--- src/rtl/input_conditioner_if.sv ---
// Purpose: signal bundle between the board-facing button conditioner and its user.
//   i_key_n     : raw active-low buttons [0]=right [1]=left [2]=jump [3]=squat
//                 [4]=attack [5]=defend [6]=select, asynchronous to clk
//   i_is_gaming : game controller is in the play state
//   o_right, o_left, o_squat, o_defend : level actions
//   o_jump, o_attack, o_select         : one-cycle action pulses
// The master side drives the raw inputs and consumes the actions; the slave
// side is the conditioner itself.
interface input_conditioner_if;
    logic [6:0] i_key_n;
    logic       i_is_gaming;
    logic       o_right;
    logic       o_left;
    logic       o_jump;
    logic       o_squat;
    logic       o_attack;
    logic       o_defend;
    logic       o_select;

    modport master (
        output i_key_n,
        output i_is_gaming,
        input  o_right,
        input  o_left,
        input  o_jump,
        input  o_squat,
        input  o_attack,
        input  o_defend,
        input  o_select
    );

    modport slave (
        input  i_key_n,
        input  i_is_gaming,
        output o_right,
        output o_left,
        output o_jump,
        output o_squat,
        output o_attack,
        output o_defend,
        output o_select
    );
endinterface

--- src/rtl/input_conditioner.sv ---
// Purpose: turns raw bouncing active-low buttons into game-ready actions.
//   Each key is synchronized (2 flops), debounced (DEBOUNCE_CYCLES stable cycles),
//   then mapped to level outputs (right/left/squat/defend) or single-cycle press
//   pulses (jump/attack/select). Attack is rate-limited by ATTACK_COOLDOWN cycles.
//   Gameplay actions are suppressed while i_is_gaming is low; select is not.
// Ports:
//   clk   : system clock
//   rst_n : asynchronous active-low reset
//   bus   : input_conditioner_if.slave (raw keys + play state in, actions out)
// All actions are registered; a clean raw edge sampled at edge 0 appears on the
// outputs at edge DEBOUNCE_CYCLES+2 for every channel.
module input_conditioner #(
    parameter int unsigned DEBOUNCE_CYCLES = 250000,
    parameter int unsigned ATTACK_COOLDOWN = 12500000
) (
    input  logic                clk,
    input  logic                rst_n,
    input_conditioner_if.slave  bus
);

    localparam int unsigned NUM_KEYS = 7;
    localparam int unsigned DB_W     = $clog2(DEBOUNCE_CYCLES + 1);
    localparam int unsigned CD_W     = $clog2(ATTACK_COOLDOWN + 1);

    localparam logic [DB_W-1:0] DB_LAST = DB_W'(DEBOUNCE_CYCLES - 1);
    localparam logic [CD_W-1:0] CD_LOAD = CD_W'(ATTACK_COOLDOWN);

    localparam int unsigned K_RIGHT  = 0;
    localparam int unsigned K_LEFT   = 1;
    localparam int unsigned K_JUMP   = 2;
    localparam int unsigned K_SQUAT  = 3;
    localparam int unsigned K_ATTACK = 4;
    localparam int unsigned K_DEFEND = 5;
    localparam int unsigned K_SELECT = 6;

    // Synchronizer and debounce state
    logic [NUM_KEYS-1:0] r_sync1;
    logic [NUM_KEYS-1:0] r_sync2;
    logic [NUM_KEYS-1:0] r_stable;
    logic [NUM_KEYS-1:0] r_stable_d;
    logic [DB_W-1:0]     r_db_cnt [NUM_KEYS];

    // Attack rate limiter
    logic [CD_W-1:0]     r_cooldown;

    // Registered actions
    logic r_right;
    logic r_left;
    logic r_jump;
    logic r_squat;
    logic r_attack;
    logic r_defend;
    logic r_select;

    // Next-state / combinational terms
    logic [NUM_KEYS-1:0] w_stable_nxt;
    logic [DB_W-1:0]     w_db_cnt_nxt [NUM_KEYS];
    logic [NUM_KEYS-1:0] w_pressed;
    logic [NUM_KEYS-1:0] w_press_edge;
    logic                w_cd_idle;
    logic                w_attack_fire;
    logic [CD_W-1:0]     w_cooldown_nxt;
    logic                w_right_nxt;
    logic                w_left_nxt;
    logic                w_jump_nxt;
    logic                w_squat_nxt;
    logic                w_attack_nxt;
    logic                w_defend_nxt;
    logic                w_select_nxt;

    // Two-flop synchronizer; idle (released) level is 1
    always_ff @(posedge clk or negedge rst_n) begin
        if (!rst_n) begin
            r_sync1 <= '1;
            r_sync2 <= '1;
        end else begin
            r_sync1 <= bus.i_key_n;
            r_sync2 <= r_sync1;
        end
    end

    // Per-channel debounce: count consecutive disagreeing cycles, accept on the last one
    always_comb begin
        w_stable_nxt = r_stable;
        w_db_cnt_nxt = r_db_cnt;
        for (int unsigned i = 0; i < NUM_KEYS; i++) begin
            if (r_sync2[i] == r_stable[i]) begin
                w_db_cnt_nxt[i] = '0;
            end else if (r_db_cnt[i] == DB_LAST) begin
                w_stable_nxt[i] = r_sync2[i];
                w_db_cnt_nxt[i] = '0;
            end else begin
                w_db_cnt_nxt[i] = r_db_cnt[i] + DB_W'(1);
            end
        end
    end

    // Debounce state register; r_stable_d holds last cycle's stable for edge detection
    always_ff @(posedge clk or negedge rst_n) begin
        if (!rst_n) begin
            r_stable   <= '1;
            r_stable_d <= '1;
            for (int unsigned i = 0; i < NUM_KEYS; i++) begin
                r_db_cnt[i] <= '0;
            end
        end else begin
            r_stable   <= w_stable_nxt;
            r_stable_d <= r_stable;
            for (int unsigned i = 0; i < NUM_KEYS; i++) begin
                r_db_cnt[i] <= w_db_cnt_nxt[i];
            end
        end
    end

    // Action decode from the debounced state
    always_comb begin
        w_pressed      = ~r_stable;
        // newly pressed: pressed now, released (stable high) last cycle
        w_press_edge   = w_pressed & r_stable_d;
        w_cd_idle      = (r_cooldown == '0);
        w_attack_fire  = w_press_edge[K_ATTACK] & bus.i_is_gaming & w_cd_idle;

        // Leaving the play state cancels any pending cooldown
        w_cooldown_nxt = r_cooldown;
        if (!bus.i_is_gaming) begin
            w_cooldown_nxt = '0;
        end else if (w_attack_fire) begin
            w_cooldown_nxt = CD_LOAD;
        end else if (!w_cd_idle) begin
            w_cooldown_nxt = r_cooldown - CD_W'(1);
        end

        // Opposing directions cancel each other
        w_right_nxt  = w_pressed[K_RIGHT] & ~w_pressed[K_LEFT]  & bus.i_is_gaming;
        w_left_nxt   = w_pressed[K_LEFT]  & ~w_pressed[K_RIGHT] & bus.i_is_gaming;
        w_squat_nxt  = w_pressed[K_SQUAT]  & bus.i_is_gaming;
        w_defend_nxt = w_pressed[K_DEFEND] & bus.i_is_gaming;
        w_jump_nxt   = w_press_edge[K_JUMP] & bus.i_is_gaming;
        w_attack_nxt = w_attack_fire;
        // Select drives menu states too, so it ignores the play state
        w_select_nxt = w_press_edge[K_SELECT];
    end

    // Output and cooldown registers
    always_ff @(posedge clk or negedge rst_n) begin
        if (!rst_n) begin
            r_cooldown <= '0;
            r_right    <= 1'b0;
            r_left     <= 1'b0;
            r_jump     <= 1'b0;
            r_squat    <= 1'b0;
            r_attack   <= 1'b0;
            r_defend   <= 1'b0;
            r_select   <= 1'b0;
        end else begin
            r_cooldown <= w_cooldown_nxt;
            r_right    <= w_right_nxt;
            r_left     <= w_left_nxt;
            r_jump     <= w_jump_nxt;
            r_squat    <= w_squat_nxt;
            r_attack   <= w_attack_nxt;
            r_defend   <= w_defend_nxt;
            r_select   <= w_select_nxt;
        end
    end

    assign bus.o_right  = r_right;
    assign bus.o_left   = r_left;
    assign bus.o_jump   = r_jump;
    assign bus.o_squat  = r_squat;
    assign bus.o_attack = r_attack;
    assign bus.o_defend = r_defend;
    assign bus.o_select = r_select;

endmodule

--- src/flat_wrapper.sv ---
// flat-port wrapper written by rule: the top's interface ports become plain ports
module input_conditioner_flat 
#(
    parameter int unsigned DEBOUNCE_CYCLES = 250000,
    parameter int unsigned ATTACK_COOLDOWN = 12500000
)
  (clk, rst_n, bus_i_key_n, bus_i_is_gaming, bus_o_right, bus_o_left, bus_o_jump, bus_o_squat, bus_o_attack, bus_o_defend, bus_o_select);
  input_conditioner_if bus_i ();
  input  logic clk;
  input  logic rst_n;
  input wire logic [$bits(bus_i.i_key_n)-1:0] bus_i_key_n;
  input wire logic [$bits(bus_i.i_is_gaming)-1:0] bus_i_is_gaming;
  output wire logic [$bits(bus_i.o_right)-1:0] bus_o_right;
  output wire logic [$bits(bus_i.o_left)-1:0] bus_o_left;
  output wire logic [$bits(bus_i.o_jump)-1:0] bus_o_jump;
  output wire logic [$bits(bus_i.o_squat)-1:0] bus_o_squat;
  output wire logic [$bits(bus_i.o_attack)-1:0] bus_o_attack;
  output wire logic [$bits(bus_i.o_defend)-1:0] bus_o_defend;
  output wire logic [$bits(bus_i.o_select)-1:0] bus_o_select;
  assign bus_i.i_key_n = bus_i_key_n;
  assign bus_i.i_is_gaming = bus_i_is_gaming;
  assign bus_o_right = bus_i.o_right;
  assign bus_o_left = bus_i.o_left;
  assign bus_o_jump = bus_i.o_jump;
  assign bus_o_squat = bus_i.o_squat;
  assign bus_o_attack = bus_i.o_attack;
  assign bus_o_defend = bus_i.o_defend;
  assign bus_o_select = bus_i.o_select;
  input_conditioner #(.DEBOUNCE_CYCLES(DEBOUNCE_CYCLES), .ATTACK_COOLDOWN(ATTACK_COOLDOWN)) u_core (.clk(clk), .rst_n(rst_n), .bus(bus_i));
endmodule
--- config.mk ---
export PLATFORM = sky130hd
export DESIGN_NAME = input_conditioner_flat
export DESIGN_NICKNAME = d
export VERILOG_FILES = /design/src/rtl/input_conditioner_if.sv /design/src/rtl/input_conditioner.sv /design/src/flat_wrapper.sv
export SDC_FILE = /design/constraint.sdc
export NUM_CORES = 1
export LEC_CHECK = 0
export ABC_AREA = 0
export CELL_PAD_IN_SITES_DETAIL_PLACEMENT = 2
export CELL_PAD_IN_SITES_GLOBAL_PLACEMENT = 2
export CORE_ASPECT_RATIO = 1.25
export CORE_MARGIN = 1
export CORE_UTILIZATION = 30
export CTS_BUF_LIST = sky130_fd_sc_hd__clkbuf_4
export DETAILED_ROUTE_END_ITERATION = 12
export GPL_ROUTABILITY_DRIVEN = 0
export MAX_ROUTING_LAYER = met4
export PLACE_DENSITY = 0.7
export SETUP_SLACK_MARGIN = 0.15
export SLEW_MARGIN = 20
export SYNTH_ARGS = -nofsm -noshare
export SYNTH_HDL_FRONTEND = slang
export SYNTH_SLANG_ARGS = --single-unit
--- constraint.sdc ---
create_clock -name clk -period 4.1 [get_ports clk]
set_input_delay 0.82 -clock clk [delete_from_list [all_inputs] [get_ports clk]]
set_output_delay 0.82 -clock clk [all_outputs]
set_load 0.01 [all_outputs]
=== After elaboration in Yosys (flattened, before gate mapping) ===
Index checks and enable logic that the tools add are counted.

* Input bits: 10
* Flip-flop bits (word level): 185

* Bitwise gates (word level): 20
* Eq/ne operators: 15
* Mux-type cells: 17
* Reductions and logical operators: 8
* Add/subtract/negate cells: 8

{| class="wikitable"
|+ Operators with widths
! operator !! count
|-
| $mux 18 || 14
|-
| $add 18x1->18 const B || 7
|-
| $eq 18x18->1 const B || 7
|-
| $mux 24 || 3
|-
| $logic_not 24->1 || 1
|-
| $sub 24x1->24 const B || 1
|-
| $reduce_and 2->1 || 7
|-
| $and 1x1->1 || 9
|-
| $not 1->1 || 9
|-
| $and 7x7->7 || 1
|-
| $eq 1x1->1 || 7
|-
| $not 7->7 || 1
|-
| $ne 3x3->1 const B || 1
|}

=== Logic depth before layout (Yosys ltp) ===
Gate-level depths: netlist of the first run.

* Word-level depth: 6
* Gate-level depth with buffers: 7
* Mapped depth without buffers: 6

=== Worst setup path before layout of the first run ===
OpenSTA, ideal clock, no wires.

* Kind: flip-flop to flip-flop
* Start point: register u_core.r_cooldown[4]
* End point: register u_core.r_cooldown[21]
* Setup time: 136 ps
* Stages on the path, launching flop included: 7
* Required time: 3964 ps
* Arrival time: 1760 ps
* Path buffers: 1
* Slack: 2204 ps
* Cells stage by stage: dfrtp_1 nor4_4 nand4_4 or3_4 o21ai_4 buf_4 a311oi_1

* Cells in the longest elaborated chain, start to end: 4
* Elaborated cells on any way between the ends: 7

{| class="wikitable"
|+ Ends and longest elaborated chain
! item !! line !! text
|-
| start, declared || input_conditioner.sv:44 || <nowiki>logic [CD_W-1:0] r_cooldown;</nowiki>
|-
| start signal, assigned || input_conditioner.sv:156 || <nowiki>r_cooldown <= w_cooldown_nxt;</nowiki>
|-
| $sub 24x1->24 or $logic_not 24->1 (tied branches) || input_conditioner.sv:130, input_conditioner.sv:120 ||
|-
| $mux 24 or $and 1x1->1 (tied branches) || input_conditioner.sv:129, input_conditioner.sv:121 ||
|-
| $mux 24 || input_conditioner.sv:127 || <nowiki>end else if (w_attack_fire) begin</nowiki>
|-
| $mux 24 || input_conditioner.sv:125 || <nowiki>if (!bus.i_is_gaming) begin</nowiki>
|}

Several ways; a longest one is shown, not always the timed one. The select of a mux whose other input is x is not followed.
A chain may end at the register's enable or synchronous reset.

=== Final worst setup path of the first run ===
* Start point: register u_core.r_right (netlist: u_core.bus.o_right)
* End point: output bus_o_right

{| class="wikitable"
|+ RTL lines
! item !! line !! text
|-
| start, declared || input_conditioner.sv:47 || <nowiki>logic r_right;</nowiki>
|-
| start signal, assigned || input_conditioner.sv:157 || <nowiki>r_right <= w_right_nxt;</nowiki>
|-
| end, declared || flat_wrapper.sv:13 || <nowiki>output wire logic [$bits(bus_i.o_right)-1:0] bus_o_right;</nowiki>
|}

No word-level cell between the ends.

==> results of run 1 <==
## routing by layer
layer | global-route usage [%] | wire length (um) | vias up
met1 | 16.8 | 8150 | 3009
met5 | - | 0 | -
met3 | 2.51 | 305 | 14
met4 | 4.84 | 232 | 0
li1 | - | - | 2809
met2 | 25.9 | 10000 | 34
## layout by cell type, fill, tap and decap left out, drive strengths merged, types with 2 or more instances in the layout
cell type	netlist	routed
nand3b	5	5
nor2b	4	4
dfrtp	157	157
and4	8	8
ha	9	9
nor4	24	24
clkbuf	5	19
clkinvlp	0	3
a21oi	17	17
clkdlybuf4s50	0	15
nor3	24	24
nand4	32	32
nand2	58	58
and2	4	4
o21ai	6	6
inv	25	28
or3	5	5
o21a	3	3
mux2	7	7
bufinv	0	2
or2	8	8
and3	13	13
a311oi	3	3
dfstp	24	24
xor2	67	67
nand3	40	40
xnor2	61	61
nor2	177	177
or4	4	4
clkinv	0	6
nand2b	4	4
nor4b	3	3
buf	17	4
nor3b	2	2
## kinds of logic (layout without fill, tap and decap cells)
group,Yosys count,count (layout),synth area share (%)
muxes,8,8,1.06
buffers and inverters,47,77,2.46
adders and majority gates,9,9,1.34
and+or+nand+nor,419,419,24.8
xor gates and xnor gates,128,128,13.4
AOI/OAI and AO/OA,33,33,2.64
other,0,1,0
DFF,181,181,54.3
## how the worst max path moves through the flow
stage | from | to | slack, ns | cells past startpoint
floorplan | u_core.r_cooldown[4]$_DFFE_PN0P_ | u_core.r_cooldown[21]$_DFFE_PN0P_ | 2.20 | 6
global placement | bus_i_is_gaming | u_core.r_cooldown[2]$_DFFE_PN0P_ | 1.83 | 3
detailed placement | bus_i_is_gaming | u_core.r_cooldown[2]$_DFFE_PN0P_ | 1.77 | 3
CTS | u_core.bus.o_jump$_DFF_PN0_ | bus_o_jump | 1.65 | 1
global route | u_core.r_db_cnt[90]$_DFF_PN0_ | u_core.r_db_cnt[100]$_DFF_PN0_ | 1.65 | 5
finish | u_core.bus.o_right$_DFF_PN0_ | bus_o_right | 1.77 | 1
## flip-flops by register name (all words and copies together) (netlist names)
name / count
u_core.r_sync1: 7
u_core.r_db_cnt: 126
u_core.bus.o_left: 1
u_core.bus.o_defend: 1
u_core.r_sync2: 7
u_core.bus.o_squat: 1
u_core.bus.o_jump: 1
u_core.r_stable_d: 3
u_core.bus.o_select: 1
u_core.bus.o_attack: 1
u_core.r_stable: 7
u_core.r_cooldown: 24
u_core.bus.o_right: 1
## metrics by stage
stage	area [um2]	setup WS, ns
after floorplan	8390	2.20
after global placement	8910	1.83
after detailed placement	8910	1.77
after CTS	9200	1.65
after global routing	9200	1.65
final	9200	1.77
## where the power goes
group          switching (uW)  internal [uW]
registers                 121           1890
clock network             653            374
logic                     501            303
## layout make-up
class,instances,area [um2],area share [%]
Sequential cell,181,4560,49.6
Clock buffer,18,135,1.47
Tap cell,350,438,4.76
Multi-Input combinational cell,597,3620,39.4
Antenna cell,1,2.50,0.0272
Clock inverter,14,151,1.65
Inverter,25,93.8,1.02
Timing Repair Buffer,20,194,2.11
==> key figures, run 1 <==
STA
  – Setup TNS: 0 ns
  – Pins Over Slew Limit: 0
  – Worst hold slack: 0.313 ns
  – Clk_skew: 0.0230 ns
  – Fin. Hold Viols: 0
  – Final Setup Violations: 0
  – Min Tclk post-route: 2.33 ns
  – Final worst-path cycle share: 56.9%
  – Max Fclk: 429 MHz
  – RSZ-0062 raised after global routing: false
  – Max-slew headroom: 43.1%
  – Worst-Margin Slew: 0.853 ns

Clocking
  – Post-CTS Resized: 0
  – H-tree depth: 4
  – CTS tree: yes
  – Clock sink count: 181
  – Total CTS buffers: 17
  – Hold buffers post-CTS: 0
  – Reg clk slew, reported paths: 0.15 ns
  – Clk buf depth: 2
  – # Post-CTS Setup Buffers: 0
  – Root buffer selected by CTS: clkbuf_4
  – Worst skew pair latency: 0.58 ns

Cells and area
  – Fillers: 3073
  – Area Overhead vs Synth: 9.63%
  – Layout cells sized above 1: 10.3%
  – Final std cells w/o fill: 1206
  – Utilization after layout: 33.4%
  – Fin nets: 861

Yosys
  – Ys async rst share: 100%
  – Top area cells in the synthesized netlist: dfrtp_1, nor2_1, dfstp_2, xor2_1, xnor2_1
  – Post-Syn Instances: 825
  – Synth Cell Area: 0.00839 mm2
  – Post-synth EDFFs: 0
  – Area leader, netlist: dfrtp_1
  – Number of distinct library cells after synthesis: 49
  – Synth top cells by count: nor2_1, dfrtp_1, xor2_1
  – Sequential-to-total area share from yosys stat: 54.3%
  – Post-synth top area share: 46.8%
  – Ys Warns: 0
  – Ys flop type: dfrtp_1
  – Syn_nets: 844
  – Flops & latches, synth: 181
  – Most frequent cell after synthesis: nor2_1
  – Avg Inst Size Synth: 10.2 um2

Floorplanning
  – I/O pin cnt: 17
  – Core area: 0.0276 mm2
  – Std cell rows: 68
  – Initial core utilization: 30.4%
  – Full die area: 0.0286 mm2
  – Chip width: 152 um
  – Die H: 189 um

Setup path
  – CP Data Required Time: 3.28 ns
  – Critical setup path kind: reg -> out
  – R2R cell count: 5
  – Cell family with the largest share of critical-path delay: buffers and inverters
  – Worst path max stage delay: 0.56 ns
  – RR Startpoint: u_core.r_db_cnt[90]$_DFF_PN0_
  – Worst r2r dst: u_core.r_db_cnt[100]$_DFF_PN0_
  – Startpoint types: register
  – Reg2Reg Setup Slack: 1.86 ns
  – CP Data Arrival Time: 1.51 ns
  – CP Max Fanout: 1
  – Crit path cell chain: clkdlybuf4s50_1
  – CP Buf/Inv Count: 1
  – Critical path's slowest cell: clkdlybuf4s50_1
  – Crit end category: output pin

Flow run
  – Max-cap violations: 0

Global routing
  – Initial antenna violation count: 1
  – Global-route wire length before repair: 32800 um
  – Total track usage: 14.8%
  – Vias in the first global route: 6664
  – Gr ovfl total: 0
  – Largest net degree at the start of global routing: 105

Detailed routing
  – Total routed wirelength: 18700 um
  – DR pass1 iterations: 4
  – DR vias/cell: 4.86
  – Via count: 5866
  – Final ANT Viol Nets: 0
  – DRC: 0
  – Drt initial violations: 135
  – Detailed-route wire length per cell: 15.5 um

Power and ir drop
  – Max VDD drop: 145 uV
  – Total power: 3850 uW
  – P_leak: 0.00380 uW
  – Pwr dens: 418 mW/mm2

Place
  – Port Buffers: 16
  – Placed Cells: 1173
  – DP HPWL: 13100 um

Run status
  – Status: complete, no violations

Min path
  – Hold Crit Class: in -> async
(Power assumes the default switching activity.)
==> run 2: changes to the inputs <==
PLACE_DENSITY = 0.72   (was 0.7)
clock period = 2 ns   (was 4.1 ns; I/O delays follow)
==> key figures, run 2 (synthesized netlist as in run 1, its figures left out) <==
Cells and area
  – Commonest cells after routing, fill and taps aside: nor2_1, dfrtp_1, xor2_1 (unchanged)
  – Reg area: 0.00456 mm2 (about the same)
  – Area Overhead vs Synth: 17.7% (was 9.63%)
  – Fillers: 3025 (was 3073)
  – Layout cells sized above 1: 18.9% (was 10.3%)
  – Largest regs: u_core.r_db_cnt (126), u_core.r_cooldown (24) (unchanged)
  – Largest Register: u_core.r_db_cnt (unchanged)
  – Max reg flops: 126 (unchanged)
  – Multi-input logic area: 0.00383 mm2 (was 0.00362 mm2)
  – Most common cell after layout, fill and taps aside: nor2_1 (unchanged)
  – Fin nets: 912 (was 861)

Detailed routing
  – Drt initial violations: 153 (was 135)
  – Final ANT Viol Nets: 0 (unchanged)
  – Via count: 6196 (was 5866)
  – DR vias/cell: 4.93 (was 4.86)
  – Detailed-route wire length per cell: 15.8 um (was 15.5 um)
  – DR pass1 iterations: 4 (unchanged)
  – DRC: 0 (unchanged)
  – Total routed wirelength: 19800 um (was 18700 um)

Place
  – Port Buffers: 16 (unchanged)
  – DP HPWL: 13500 um (was 13100 um)

Setup path
  – Worst path max stage delay: 0.45 ns (was 0.56 ns)
  – RR Startpoint: u_core.r_cooldown[11]$_DFFE_PN0P_ (was u_core.r_db_cnt[90]$_DFF_PN0_)
  – CP Data Arrival Time: 2.42 ns (was 1.51 ns)
  – Critical Path Stages: 6 (was 1)
  – Crit path cell chain: nor4_4 -> nand4_4 -> or3_4 -> o21ai_4 -> buf_12 -> a311oi_1 (was clkdlybuf4s50_1)
  – CP Buf/Inv Count: 1 (unchanged)
  – Worst r2r dst: u_core.r_cooldown[21]$_DFFE_PN0P_ (was u_core.r_db_cnt[100]$_DFF_PN0_)
  – Crit. Startpoint: u_core.r_cooldown[11]$_DFFE_PN0P_ (was u_core.bus.o_right$_DFF_PN0_)
  – Startpoint types: register (unchanged)
  – Critical Path Sink: u_core.r_cooldown[21]$_DFFE_PN0P_ (was bus_o_right)
  – Crit end category: register (was output pin)
  – Critical setup path kind: reg -> reg (was reg -> out)
  – Critical path's slowest cell: dfrtp_2 (was clkdlybuf4s50_1)
  – Reg2Reg Setup Slack: 0.06 ns (was 1.86 ns)
  – CP Max Fanout: 12 (was 1)
  – CP Data Required Time: 2.47 ns (was 3.28 ns)
  – R2R cell count: 6 (was 5)
  – Cell family with the largest share of critical-path delay: simple AND/OR/NAND/NOR gates (was buffers and inverters)

Power and ir drop
  – P_leak: 0.00423 uW (was 0.00380 uW)
  – Total power: 8600 uW (was 3850 uW)
  – Max VDD drop: 282 uV (was 145 uV)
  – Pwr dens: 871 mW/mm2 (was 418 mW/mm2)

STA
  – Fin. Hold Viols: 0 (unchanged)
  – Pins Over Slew Limit: 0 (unchanged)
  – Worst hold slack: 0.200 ns (was 0.313 ns)
  – RSZ-0062 raised after global routing: true (was false)
  – Max-slew headroom: 69.7% (was 43.1%)
  – Max Fclk: 515 MHz
  – Worst-Margin Slew: 0.452 ns (was 0.853 ns)
  – Final Setup Violations: 0 (unchanged)
  – Setup TNS: 0 ns (unchanged)
  – Final worst-path cycle share: 97.2%
  – Clk_skew: 0.0308 ns (was 0.0230 ns)
  – Min Tclk post-route: 1.94 ns

Floorplanning
  – Std cell rows: 68 (unchanged)
  – Full die area: 0.0286 mm2 (unchanged)
  – Chip width: 152 um (unchanged)
  – I/O pin cnt: 17 (unchanged)
  – Core area: 0.0276 mm2 (unchanged)
  – Initial core utilization: 30.4% (unchanged)
  – Die H: 189 um (unchanged)

Clocking
  – Worst skew pair latency: 0.60 ns (was 0.58 ns)
  – Root buffer selected by CTS: clkbuf_4 (unchanged)
  – H-tree depth: 4 (unchanged)
  – Total CTS buffers: 17 (unchanged)
  – CTS tree: yes (unchanged)
  – Reg clk slew, reported paths: 0.16 ns (was 0.15 ns)
  – Clock sink count: 181 (unchanged)
  – Clk buf depth: 2 (unchanged)

Min path
  – Worst Hold Launch: bus_i_key_n[2]
  – Hold Crit Class: in -> reg (was in -> async)
  – Hold path cells: 1

Global routing
  – Total track usage: 15.1% (was 14.8%)
  – Initial antenna violation count: 1 (unchanged)
  – Gr ovfl total: 0 (unchanged)
  – Vias in the first global route: 6771 (was 6664)
  – Global-route wire length before repair: 33500 um (was 32800 um)
  – Largest net degree at the start of global routing: 42 (was 105)

Flow run
  – Max-cap violations: 0 (unchanged)

Run status
  – Status: complete, no violations (unchanged)
==> run 2: changes by cell type in the layout (fill, tap and decap cells not counted), sizes merged <==
| cell | previous run | this run |
|---|---|---|
| buf | 4 | 53 |
| clkdlybuf4s50 | 15 | 8 |
| dlygate4sd2 | 0 | 7 |
| inv | 28 | 32 |
| clkinv | 6 | 4 |
| clkinvlp | 3 | 1 |
| dlygate4sd3 | 0 | 1 |
| or2 | 8 | 9 |
==> run 2: final cells by class <==
type	count	area share, %
well taps	350	4.43
inverters	25	0.950
multi-input cells	598	38.8
clock inverters	14	1.68
diodes	1	0.0253
flip-flops and latches	181	46.2
clock buffers	18	1.37
repair buffers	70	6.56
==> run 2: per-layer routing <==
metal	track usage (%)	up-vias	share of wire (%)
li1	-	2902	-
met1	17.8	3223	44
met2	25.7	44	53
met3	2.77	27	1.7
met4	4.95	0	1.6
met5	-	-	0
==> run 2: worst reg2reg max path, delay by kind of cell, from the launching register on <==
family | cells | cell delay, ns
AND/OR/NAND/NOR | 3 | 0.98
flip-flops | 1 | 0.45
AO/OA/AOI/OAI | 2 | 0.23
buffers and inverters | 1 | 0.15
==> run 2: repair_timing <==
| item | 4_1_cts | 5_1_grt |
|---|---|---|
| hold buffers | 1 | 0 |
| cloned | 0 | 1 |
| endpoints found under the hold margin | 48 | 0 |
| buffers inserted | 6 | 6 |
| pin swaps | 5 | 10 |
| setup endpoints to repair | 101 | 150 |
| resized for setup | 19 | 38 |
==> run 2: worst min-delay path by stage <==
stage / end / slack [ns]
after floorplan: u_core.bus.o_attack$_DFF_PN0_ / 0.10
after global placement: u_core.r_db_cnt[68]$_DFF_PN0_ / 0.35
after detailed placement: u_core.r_db_cnt[68]$_DFF_PN0_ / 0.35
after CTS: u_core.r_sync1[2]$_DFF_PN1_ / 0.13
after global routing: u_core.r_sync1[2]$_DFF_PN1_ / 0.11
final: u_core.r_sync1[2]$_DFF_PN1_ / 0.20
==> run 2: where the power goes <==
part	switching, uW	internal (uW)	leakage, uW
clock network	1380	799	0.000161
logic	1250	1060	0.00167
registers	226	3880	0.00240
==> run 2: per-stage QoR <==
stage / util (%) / instance area, um2 / std cells / worst slack [ns]
final: 35.8 / 9880 / 1257 / 0.0564
after global routing: 35.8 / 9880 / 1257 / -0.0454
after CTS: 35.0 / 9650 / 1249 / 0.0641
after detailed placement: 33.5 / 9240 / 1210 / -0.0258
after global placement: 33.5 / 9240 / 1210 / 0.0418
after floorplan: - / 8390 / 825 / 0.153
